[src/rtl/nibble_serial_subtractor.sv]
// Multi-cycle unsigned subtractor: computes a - b one nibble per clock, LSB first.
// Optional signed-overflow flag output enabled by defining NIBBLE_SUB_SIGNED_OVF_EN.
module nibble_serial_subtractor #(
  parameter int WIDTH = 16
) (
  input  logic             clk,
  input  logic             rst_n,
  input  logic             start,
  input  logic [WIDTH-1:0] a,
  input  logic [WIDTH-1:0] b,
  output logic             busy,
  output logic             done,
  output logic [WIDTH-1:0] diff,
  output logic             borrow
`ifdef NIBBLE_SUB_SIGNED_OVF_EN
  ,
  output logic             ovf
`endif
);

  localparam int NIB = WIDTH / 4;
  localparam int CW  = (NIB > 1) ? $clog2(NIB) : 1;

  generate
    if ((WIDTH % 4) != 0 || WIDTH < 4) begin : g_bad_width
      $error("nibble_serial_subtractor: WIDTH must be a multiple of 4 and >= 4");
    end
  endgenerate

  typedef enum logic [1:0] {S_IDLE, S_RUN, S_DONE} state_t;

  state_t          state_q, state_d;
  logic [CW-1:0]   cnt_q, cnt_d;
  logic [WIDTH-1:0] a_q, a_d;
  logic [WIDTH-1:0] b_q, b_d;
  logic [WIDTH-1:0] diff_q, diff_d;
  logic            bin_q, bin_d;
  logic            borrow_q, borrow_d;
  logic            ovf_q, ovf_d;

  logic [3:0] a_nib [NIB];
  logic [3:0] b_nib [NIB];
  logic [3:0] a_sel, b_sel;
  logic [4:0] sub_nib;
  logic       last_nib;

  // Slice the latched operands into nibbles once so the datapath is a simple mux.
  generate
    for (genvar gi = 0; gi < NIB; gi++) begin : g_nib
      assign a_nib[gi] = a_q[4*gi +: 4];
      assign b_nib[gi] = b_q[4*gi +: 4];
    end
  endgenerate

  always_comb begin
    a_sel = '0;
    b_sel = '0;
    for (int i = 0; i < NIB; i++) begin
      if (cnt_q == CW'(i)) begin
        a_sel = a_nib[i];
        b_sel = b_nib[i];
      end
    end
  end

  assign sub_nib  = {1'b0, a_sel} - {1'b0, b_sel} - {4'b0, bin_q};
  assign last_nib = (cnt_q == CW'(NIB - 1));

  always_comb begin
    state_d  = state_q;
    cnt_d    = cnt_q;
    a_d      = a_q;
    b_d      = b_q;
    diff_d   = diff_q;
    bin_d    = bin_q;
    borrow_d = borrow_q;
    ovf_d    = ovf_q;

    unique case (state_q)
      S_IDLE: begin
        if (start) begin
          a_d      = a;
          b_d      = b;
          diff_d   = '0;
          bin_d    = 1'b0;
          borrow_d = 1'b0;
          ovf_d    = 1'b0;
          cnt_d    = '0;
          state_d  = S_RUN;
        end
      end
      S_RUN: begin
        for (int i = 0; i < NIB; i++) begin
          if (cnt_q == CW'(i)) diff_d[4*i +: 4] = sub_nib[3:0];
        end
        bin_d = sub_nib[4];
        cnt_d = cnt_q + 1'b1;
        if (last_nib) begin
          borrow_d = sub_nib[4];
          // Signed overflow: operand signs differ and result sign differs from a.
          ovf_d    = (a_q[WIDTH-1] != b_q[WIDTH-1]) && (sub_nib[3] != a_q[WIDTH-1]);
          cnt_d    = '0;
          state_d  = S_DONE;
        end
      end
      S_DONE: begin
        state_d = S_IDLE;
      end
      default: begin
        state_d = S_IDLE;
      end
    endcase
  end

  always_ff @(posedge clk or negedge rst_n) begin
    if (!rst_n) begin
      state_q  <= S_IDLE;
      cnt_q    <= '0;
      a_q      <= '0;
      b_q      <= '0;
      diff_q   <= '0;
      bin_q    <= 1'b0;
      borrow_q <= 1'b0;
      ovf_q    <= 1'b0;
    end else begin
      state_q  <= state_d;
      cnt_q    <= cnt_d;
      a_q      <= a_d;
      b_q      <= b_d;
      diff_q   <= diff_d;
      bin_q    <= bin_d;
      borrow_q <= borrow_d;
      ovf_q    <= ovf_d;
    end
  end

  assign busy   = (state_q == S_RUN);
  assign done   = (state_q == S_DONE);
  assign diff   = diff_q;
  assign borrow = borrow_q;

`ifdef NIBBLE_SUB_SIGNED_OVF_EN
  assign ovf = ovf_q;
`else
  logic unused_ovf;
  assign unused_ovf = ovf_q;
`endif

endmodule

[config.mk]
export PLATFORM = sky130hd
export DESIGN_NAME = nibble_serial_subtractor
export DESIGN_NICKNAME = d
export VERILOG_FILES = /design/src/rtl/nibble_serial_subtractor.sv
export SDC_FILE = /design/constraint.sdc
export NUM_CORES = 1
export LEC_CHECK = 0
export CORE_MARGIN = 1
export CORE_UTILIZATION = 51
export DETAILED_ROUTE_END_ITERATION = 16
export GPL_ROUTABILITY_DRIVEN = 0
export PLACE_DENSITY = 0.8
export RECOVER_POWER = 25
export SETUP_SLACK_MARGIN = 0.15
export SLEW_MARGIN = 20
export SYNTH_ARGS = -nofsm -noshare
export SYNTH_HDL_FRONTEND = slang
export SYNTH_SLANG_ARGS = --single-unit
export TNS_END_PERCENT = 1
[constraint.sdc]
create_clock -name clk -period 3.97 [get_ports clk]
set_clock_uncertainty 0.15 [all_clocks]
set_input_delay 0.794 -clock clk [delete_from_list [all_inputs] [get_ports clk]]
set_output_delay 0.794 -clock clk [all_outputs]
set_load 0.05 [all_outputs]
# [Word level (Yosys, flattened, before mapping)]
# Cells that the tools add are included.
# W data, S select, Z words.
[totals] mem_bits_rw=0 output_inout_bits=19 n_memories=0 elab_cells=57 mem_bits_ro=0 latchBits=0 inputBits=35 register_bits=54
[op_classes] n_mul=0 muxes=24 n_eq_ne=10 n_shift=0 bitwise=0 n_reduce_logical=10 add_sub_neg=3 div_mod_pow=0 order_cmp=0
[op_table] cell="$mux W4" count=12
[op_table] cell="$pmux W16 S2" count=1
[op_table] cell="$mux W16" count=1
[op_table] cell="$reduce_and A3 Y1" count=4
[op_table] cell="$mux W2" count=4
[op_table] cell="$ne A2 B1 Y1 const B" count=4
[op_table] cell="$pmux W2 S2" count=2
[op_table] cell="$eq A2 B2 Y1 const B" count=3
[op_table] cell="$reduce_and A2 Y1" count=3
[op_table] cell="$sub A4 B4 Y5" count=1
[op_table] cell="$sub A5 B1 Y5" count=1
[op_table] cell="$eq A2 B1 Y1 const B" count=2
[op_table] cell="$logic_not A2 Y1" count=2
[op_table] cell="$pmux W1 S2" count=2
[op_table] cell="$add A2 B1 Y2 const B" count=1
[op_table] cell="$mux W1" count=2
[op_table] cell="$ne A2 B2 Y1 const B" count=1
[op_table] cell="$reduce_bool A2 Y1" count=1

# [Depth between registers and ports, before layout]
# Gate-level depths: netlist of the first run.
[logic_depth] word_depth=9 depth_mapped=17 ltp_nobuf=15

# [Least setup slack after synthesis of the first run]
# No wires, ideal clock.
[synth_path] path_type="flip-flop to flip-flop" from="register cnt_q[0]" to="register diff_q[14], in the netlist diff[14]" required_time_ns=3.753 period_less_slack_ns=3.265 n_path_buf=2 setup_slack_ns=0.705 arrival_ns=3.049 setup_time_ns=0.067 path_stages_with_launch=13 cell_sequence="dfrtp_1 > inv_1 > ha_1 > clkbuf_1 > buf_1 > a21oi_1 > a21oi_1 > o21ai_0 > fa_1 > fa_1 > or2_2 > a21oi_1 > mux2_2"
[synth_via] elab_chain_cells=9 elab_cells_between_ends=18 cone_classes="add/sub (2); eq/ne (4); mux (10); reduce/logical (2)"
[synth_lines] element="start: declaration" line_no="33" rtl="logic [CW-1:0] cnt_q, cnt_d;"
[synth_lines] element="start signal: assignment" line_no="127" rtl="cnt_q <= cnt_d;"
[synth_lines] element="$logic_not A2 Y1" line_no="59" rtl="if (cnt_q == CW'(i)) begin"
[synth_lines] element="$mux W4 (4 in series)" line_no="59"
[synth_lines] element="$sub A4 B4 Y5" line_no="66" rtl="assign sub_nib = {1'b0, a_sel} - {1'b0, b_sel} - {4'b0, bin_q};"
[synth_lines] element="$sub A5 B1 Y5" line_no="66"
[synth_lines] element="$mux W4" line_no="94" rtl="if (cnt_q == CW'(i)) diff_d[4*i +: 4] = sub_nib[3:0];"
[synth_lines] element="$pmux W16 S2" line_no="79" rtl="unique case (state_q)"
[synth_lines] element="end signal: assignment" line_no="130" rtl="diff_q <= diff_d;"
[synth_lines] element="end: declaration" line_no="36" rtl="logic [WIDTH-1:0] diff_q, diff_d;"
# Several ways; a longest one is shown, not always the timed one. The select of a mux whose other input is x is not followed.
# A chain may end at the register's enable or synchronous reset.

# [Worst setup path in the final report of the first run]
[layout_path] from="register cnt_q[1]" to="register diff_q[14], in the netlist diff[14]"
# Same word-level chain as after synthesis.

==> impl_metrics.csv, run 1 <==
group,metric,value,unit
timing,slew-limit-headroom,-0.3447,
yosys,synth_top_family_by_area,"multiplexers",
route,avgViaCountPerCell,5.463,
pwr,clock_power_share,0.093,
clocking,clk_latency,0.31,ns
route,drc,0,
floorplanning,die_w,73.63,um
pwr,power_density,998.5,nW/um^2
timing,clock.fmax,284.1,MHz
pwr,p_leak,1.432,nW
yosys,ys_types,34,
worst_setup_path,reg2regPathDepth,11,
pwr,switchingPower,1.442,mW
placement,io_buffers,53,
cells_and_area,fin_nets,318,
route,dr_total_vias,1852,
worst_setup_path,worstSetupPathType,"reg2reg",
clocking,holdBufCountCts,0,
pwr,p_seq_frac,0.301,
clocking,clockRootBuffer,"clkbuf_8",
timing,worst_pin_slew,2.017,ns
floorplanning,initial_core_util,0.5431,
worst_hold_path,min_to,"diff[13]",
yosys,ys_seq_area_frac,0.5165,
yosys,ys_seq_elements,54,
global_routing,grt_pass1_vias,1835,
pwr,switching_share,0.4418,
yosys,async_flop_share,1.000,
yosys,synthMuxAreaShare,0.1679,
floorplanning,row_count,25,
timing,setup_viol,0,
yosys,synth.area.top_cells,"dfrtp_1, mux2_2, ha_1, a21oi_1, nand2_1",
yosys,synth_edf_count,0,
timing,slew_violations,39,
cells_and_area,drive_above_1_share,0.1949,
pwr,internal_power,1.821,mW
global_routing,antenna_found_initial,0,
clocking,path_clk_slew,0.09,ns
yosys,synth_area,2616,sq um
yosys,synth_top_cell_by_area,"dfrtp_1",
outcome,outcome,"complete, but fails checks",
route,routedWlPerCell,15.66,um
worst_setup_path,reg2reg_to,"diff[14]",
worst_setup_path,critPathCaptureType,"flop",
yosys,synthSimpleGateAreaFrac,0.08943,
timing,hold_viol_final,0,
cells_and_area,most-common-layout-cells,"dfrtp_1, clkdlybuf4s50_1, mux2_2",
worst_hold_path,hold_path_startpoint,"diff[13]",
clocking,cts_resized,0,
floorplanning,ios,54,
route,drt-initial-drc-count,111,
route,drt-total-wl,5310,um
timing,min_period,3.520,ns
timing,final.setup.tns,0,ns
yosys,synth_xor_area_frac,0.006695,
clocking,cts_setup_buffers,0,
global_routing,gr-total-overflow,0,
global_routing,grt_max_degree,39,
outcome,violations,"max-capacitance violations, max-slew violations",
yosys,synth-compound-area-share,0.1296,
placement,dp_hpwl,3754,um
worst_setup_path,crit_path_start_kind,"flop",
pwr,finalPower,3.263,mW
worst_setup_path,cp.arrival,3.62,ns
worst_setup_path,crit_required,4.07,ns
worst_setup_path,startpoint,"cnt_q[1]",
global_routing,track_usage,0.2240,
floorplanning,dieArea,5421,sq um
route,drt.antenna.violating_nets,0,
yosys,synth_fp_nets,268,
pwr,ir_worst_vdd,480.8,uV
yosys,yosys_warnings,0,
clocking,cts_tree,"done",
yosys,synth_fa_ha_area_frac,0.05356,
timing,post-route-period-util,0.8867,
worst_setup_path,regToRegSetupSlack,0.45,ns
yosys,postSynthAreaPerCell,11.73,sq um
timing,rsz0062_at_grt,"no",
flow_run,drv_cap,1,
clocking,clock-sinks,54,
worst_hold_path,hold_class,"reg2reg",
floorplanning,dieHeight,73.63,um
route,dr.pass1.iters,4,
yosys,ys.flop_type,"dfrtp_1",
worst_setup_path,r2r_start,"cnt_q[1]",
clocking,clockBufferDepth,2,
global_routing,grt_pass1_wl,8976,um
clocking,cts_buffers,5,
cells_and_area,syn_to_final_growth,24.92,%
yosys,synth_top_area_frac,0.5165,
clocking,cts_htree_levels,2,
pwr,p_comb_frac,0.606,
worst_setup_path,crit_fanout,19,
cells_and_area,final_common_cell,"dfrtp_1",
yosys,synth_cells,223,
floorplanning,coreArea,4817,sq um
cells_and_area,num_antenna_cells,0,
worst_hold_path,whs_path_depth,2,
## worst max-delay path, stage by stage (launching register included)
cell and delay, ns:
dfrtp_1 0.42, inv_1 0.10, ha_1 0.57, nand3b_1 0.19, a21oi_1 0.07, a21oi_1 0.13
o21ai_0 0.12, fa_1 0.47, fa_1 0.41, or2_2 0.30, a21oi_1 0.32, mux2_2 0.22
## area by class of cell
class	instances	area, sq um
Inverter	9	33.78
Clock buffer	6	82.58
Fill cell	410	1549
Sequential cell	54	1351
Tap cell	67	83.83
Timing Repair Buffer	56	546.8
Multi-Input combinational cell	147	1170
## synthesized netlist by cell type (2+ instances only)
cell / instances
inv_1: 9
buf_1: 2
nor2b_1: 4
nor2_1: 8
a22o_1: 8
xnor2_1: 2
dfrtp_1: 54
clkbuf_1: 6
ha_1: 8
buf_2: 3
a41o_1: 3
mux2_2: 39
a22oi_1: 2
a21oi_1: 18
a21o_1: 2
nand3b_1: 6
fa_1: 2
o21ai_0: 9
o21a_1: 3
nand2_1: 21
## routing by layer
metal  wire length, um  part of all wire  track usage  vias to the layer above
li1                  -                 -            -                      880
met1              2495              0.47       0.3037                      919
met2              2574              0.48       0.3670                       47
met3               181             0.034      0.05213                        6
met4                59             0.011      0.05128                        0
met5                 0                 0            0                        -
## power groups by stage
stage               logic, mW  registers, mW  clock network [mW]
floorplan                1.32           1.10                   0
global placement         1.90          0.979                   0
detailed placement       1.95          0.992                   0
CTS                      1.98          0.980               0.312
global route             2.16           1.01               0.332
finish                   1.98          0.981               0.303
## state kept, by name, indices dropped and copies added, names as in the netlist
name     count
b_q         16
diff        16
cnt_q        2
state_q      2
bin_q        1
borrow       1
a_q         16
## per-stage QoR
step / std cells / setup WS, ns / utilization / hold WS [ns] / cell area (sq um)
6_report: 339 / 0.4497 / 0.6784 / 0.3554 / 3268
5_1_grt: 339 / 0.2028 / 0.6784 / 0.3672 / 3268
4_1_cts: 339 / 0.4461 / 0.6787 / 0.3596 / 3269
3_5_place_dp: 333 / 0.4728 / 0.6616 / 0.3389 / 3187
3_3_place_gp: 333 / 0.5785 / 0.6616 / 0.3206 / 3187
2_1_floorplan: 223 / 0.7049 / - / 0.3305 / 2616
## logic make-up (layout without fill, tap and decap cells)
| family | count (synthesis) | count (layout) |
|---|---|---|
| AND/OR/NAND/NOR | 45 | 45 |
| flip-flops | 54 | 54 |
| multiplexers | 39 | 39 |
| adder cells (fa/ha/maj) | 10 | 10 |
| XOR/XNOR | 2 | 2 |
| AO/OA/AOI/OAI | 51 | 51 |
| buffers and inverters | 22 | 71 |
## worst max path at each step
stage,depth (start not counted),endpoint
floorplan,12,diff[14]
global placement,11,diff[14]
detailed placement,11,diff[14]
CTS,11,diff[14]
global route,11,diff[14]
finish,11,diff[14]
(Power assumes the default switching activity.)
==> run 2, diff against run 1 <==
CAP_MARGIN = 10   (was default)
CORE_UTILIZATION = 45   (was 51)
PLACE_DENSITY = 0.72   (was 0.8)
==> impl_metrics.csv, run 2 (same netlist as run 1, synthesis figures left out) <==
group,metric,value,unit
worst_setup_path,cp_cell_sequence,"inv_1, ha_1, nand3b_1, a21oi_1, a21oi_1, nor2_1, a21oi_1, fa_1, fa_1, or2_2, a21oi_1, mux2_2",
route,drc,0,
placement,pre_cts_slack,0.5705,ns
cells_and_area,fin_cells,347,
timing,hold_viol_final,0,
worst_hold_path,hold_class,"reg2reg",
global_routing,antenna_found_initial,0,
worst_setup_path,path_common_cell,"a21oi_1",
pwr,power_density,991.1,nW/um^2
timing,post-route-period-util,0.8690,
route,avgViaCountPerCell,5.354,
clocking,clockBufferDepth,2,
floorplanning,die_w,78.25,um
floorplanning,initial_core_util,0.4722,
placement,dpl_cell_area,3201,sq um
worst_setup_path,startpoint,"cnt_q[0]",
worst_setup_path,slowest_delay,0.45,ns
clocking,clock-sinks,54,
worst_setup_path,cp.depth,12,
cells_and_area,fin_nets,319,
clocking,cts_buffers,5,
clocking,cts_resized,0,
cells_and_area,fin_area,3313,sq um
clocking,clk_latency,0.31,ns
timing,slew-limit-headroom,-0.3076,
outcome,outcome,"complete, but fails checks",
cells_and_area,most-common-layout-cells,"dfrtp_1, clkdlybuf4s50_1, mux2_2",
global_routing,track_usage,0.1879,
route,dr.pass1.iters,4,
pwr,p_leak,1.444,nW
route,routedWlPerCell,14.76,um
clocking,cts_htree_levels,2,
worst_hold_path,whs_path_depth,2,
timing,worst_pin_slew,1.961,ns
route,drt.antenna.violating_nets,0,
global_routing,gr-total-overflow,0,
worst_setup_path,reg2regPathDepth,12,
floorplanning,coreArea,5540,sq um
placement,dp_hpwl,3764,um
cells_and_area,drive_above_1_share,0.2036,
clocking,clockRootBuffer,"clkbuf_8",
clocking,path_clk_slew,0.10,ns
cells_and_area,syn_to_final_growth,26.64,%
cells_and_area,postLayoutCoreUtil,0.5980,
route,drt-total-wl,5122,um
cells_and_area,final_common_cell,"dfrtp_1",
floorplanning,row_count,27,
pwr,finalPower,3.284,mW
route,drt-initial-drc-count,67,
global_routing,grt_pass1_vias,1836,
timing,min_period,3.450,ns
cells_and_area,n_fill_cell,474,
pwr,ir_worst_vdd,511.5,uV
timing,rsz0062_at_grt,"no",
timing,slew_violations,37,
timing,holdWs,0.3383,ns
global_routing,grt_pass1_wl,8769,um
placement,place_inst,339,
clocking,cts_tree,"done",
placement,io_buffers,53,
global_routing,grt_max_degree,37,
timing,setup_viol,0,
route,dr_total_vias,1858,
floorplanning,ios,54,
worst_setup_path,slowest_stage,"fa_1",
worst_setup_path,crit_family,"adder cells",
cells_and_area,num_antenna_cells,0,
worst_setup_path,regToRegSetupSlack,0.52,ns
floorplanning,dieHeight,78.25,um
worst_setup_path,crit_path_start_kind,"flop",
worst_setup_path,cp.arrival,3.55,ns
worst_setup_path,r2r_start,"cnt_q[0]",
worst_setup_path,crit_buf_inv,1,
worst_setup_path,crit_fanout,11,
worst_setup_path,critPathCaptureType,"flop",
clocking,holdBufCountCts,0,
worst_setup_path,worstSetupPathType,"reg2reg",
timing,final.setup.tns,0,ns
worst_hold_path,hold_path_startpoint,"diff[12]",
timing,fin_ws,0.5201,ns
worst_setup_path,crit_required,4.07,ns
flow_run,drv_cap,1,
floorplanning,dieArea,6123,sq um
clocking,cts_setup_buffers,0,
timing,clock.fmax,289.9,MHz
outcome,violations,"max-capacitance violations, max-slew violations",
[run 2: changes by cell type in the layout (fill, tap and decap cells not counted), sizes merged]
cell	delta
clkinvlp	+2
bufinv	+1
clkbuf	-1
buf	+1
[run 2: area by class of cell]
class	count	area [sq um]	area share
inverter	9	33.78	0.01020
clock buffer	5	68.82	0.02077
multi-input combinational	147	1170	0.3531
sequential	54	1351	0.4079
timing repair buffer	57	554.3	0.1673
clock inverter	3	45.04	0.01360
tap	72	90.09	0.02719
[run 2: per-layer routing]
metal  GRT usage  up-vias  routed length [um]
li1            -      883                   -
met1      0.2515      924                2373
met2      0.3035       46                2508
met3     0.03953        5                 187
met4     0.06296        0                  53
met5           0        -                   0
[run 2: power breakdown]
part           internal (mW)  leakage [nW]  switching [mW]  total [mW]
logic                  0.886         0.730            1.05        1.94
clock network          0.188        0.0504           0.181       0.368
registers              0.806         0.664           0.173       0.979
total                   1.88          1.44            1.40        3.28
[run 2: worst min-delay path: cells and delay by family, from the launching register on]
kind	cells	cell delay, ns
AND/OR/NAND/NOR	1	0.05
AO/OA/AOI/OAI	1	0.06
flip-flops	1	0.36
[run 2: final timing paths]
kind | to
max in group asynchronous | a_q[3]
min in group asynchronous | b_q[15]
min | diff[12]
min reg2reg | diff[12]
max | diff[14]
max reg2reg | diff[14]
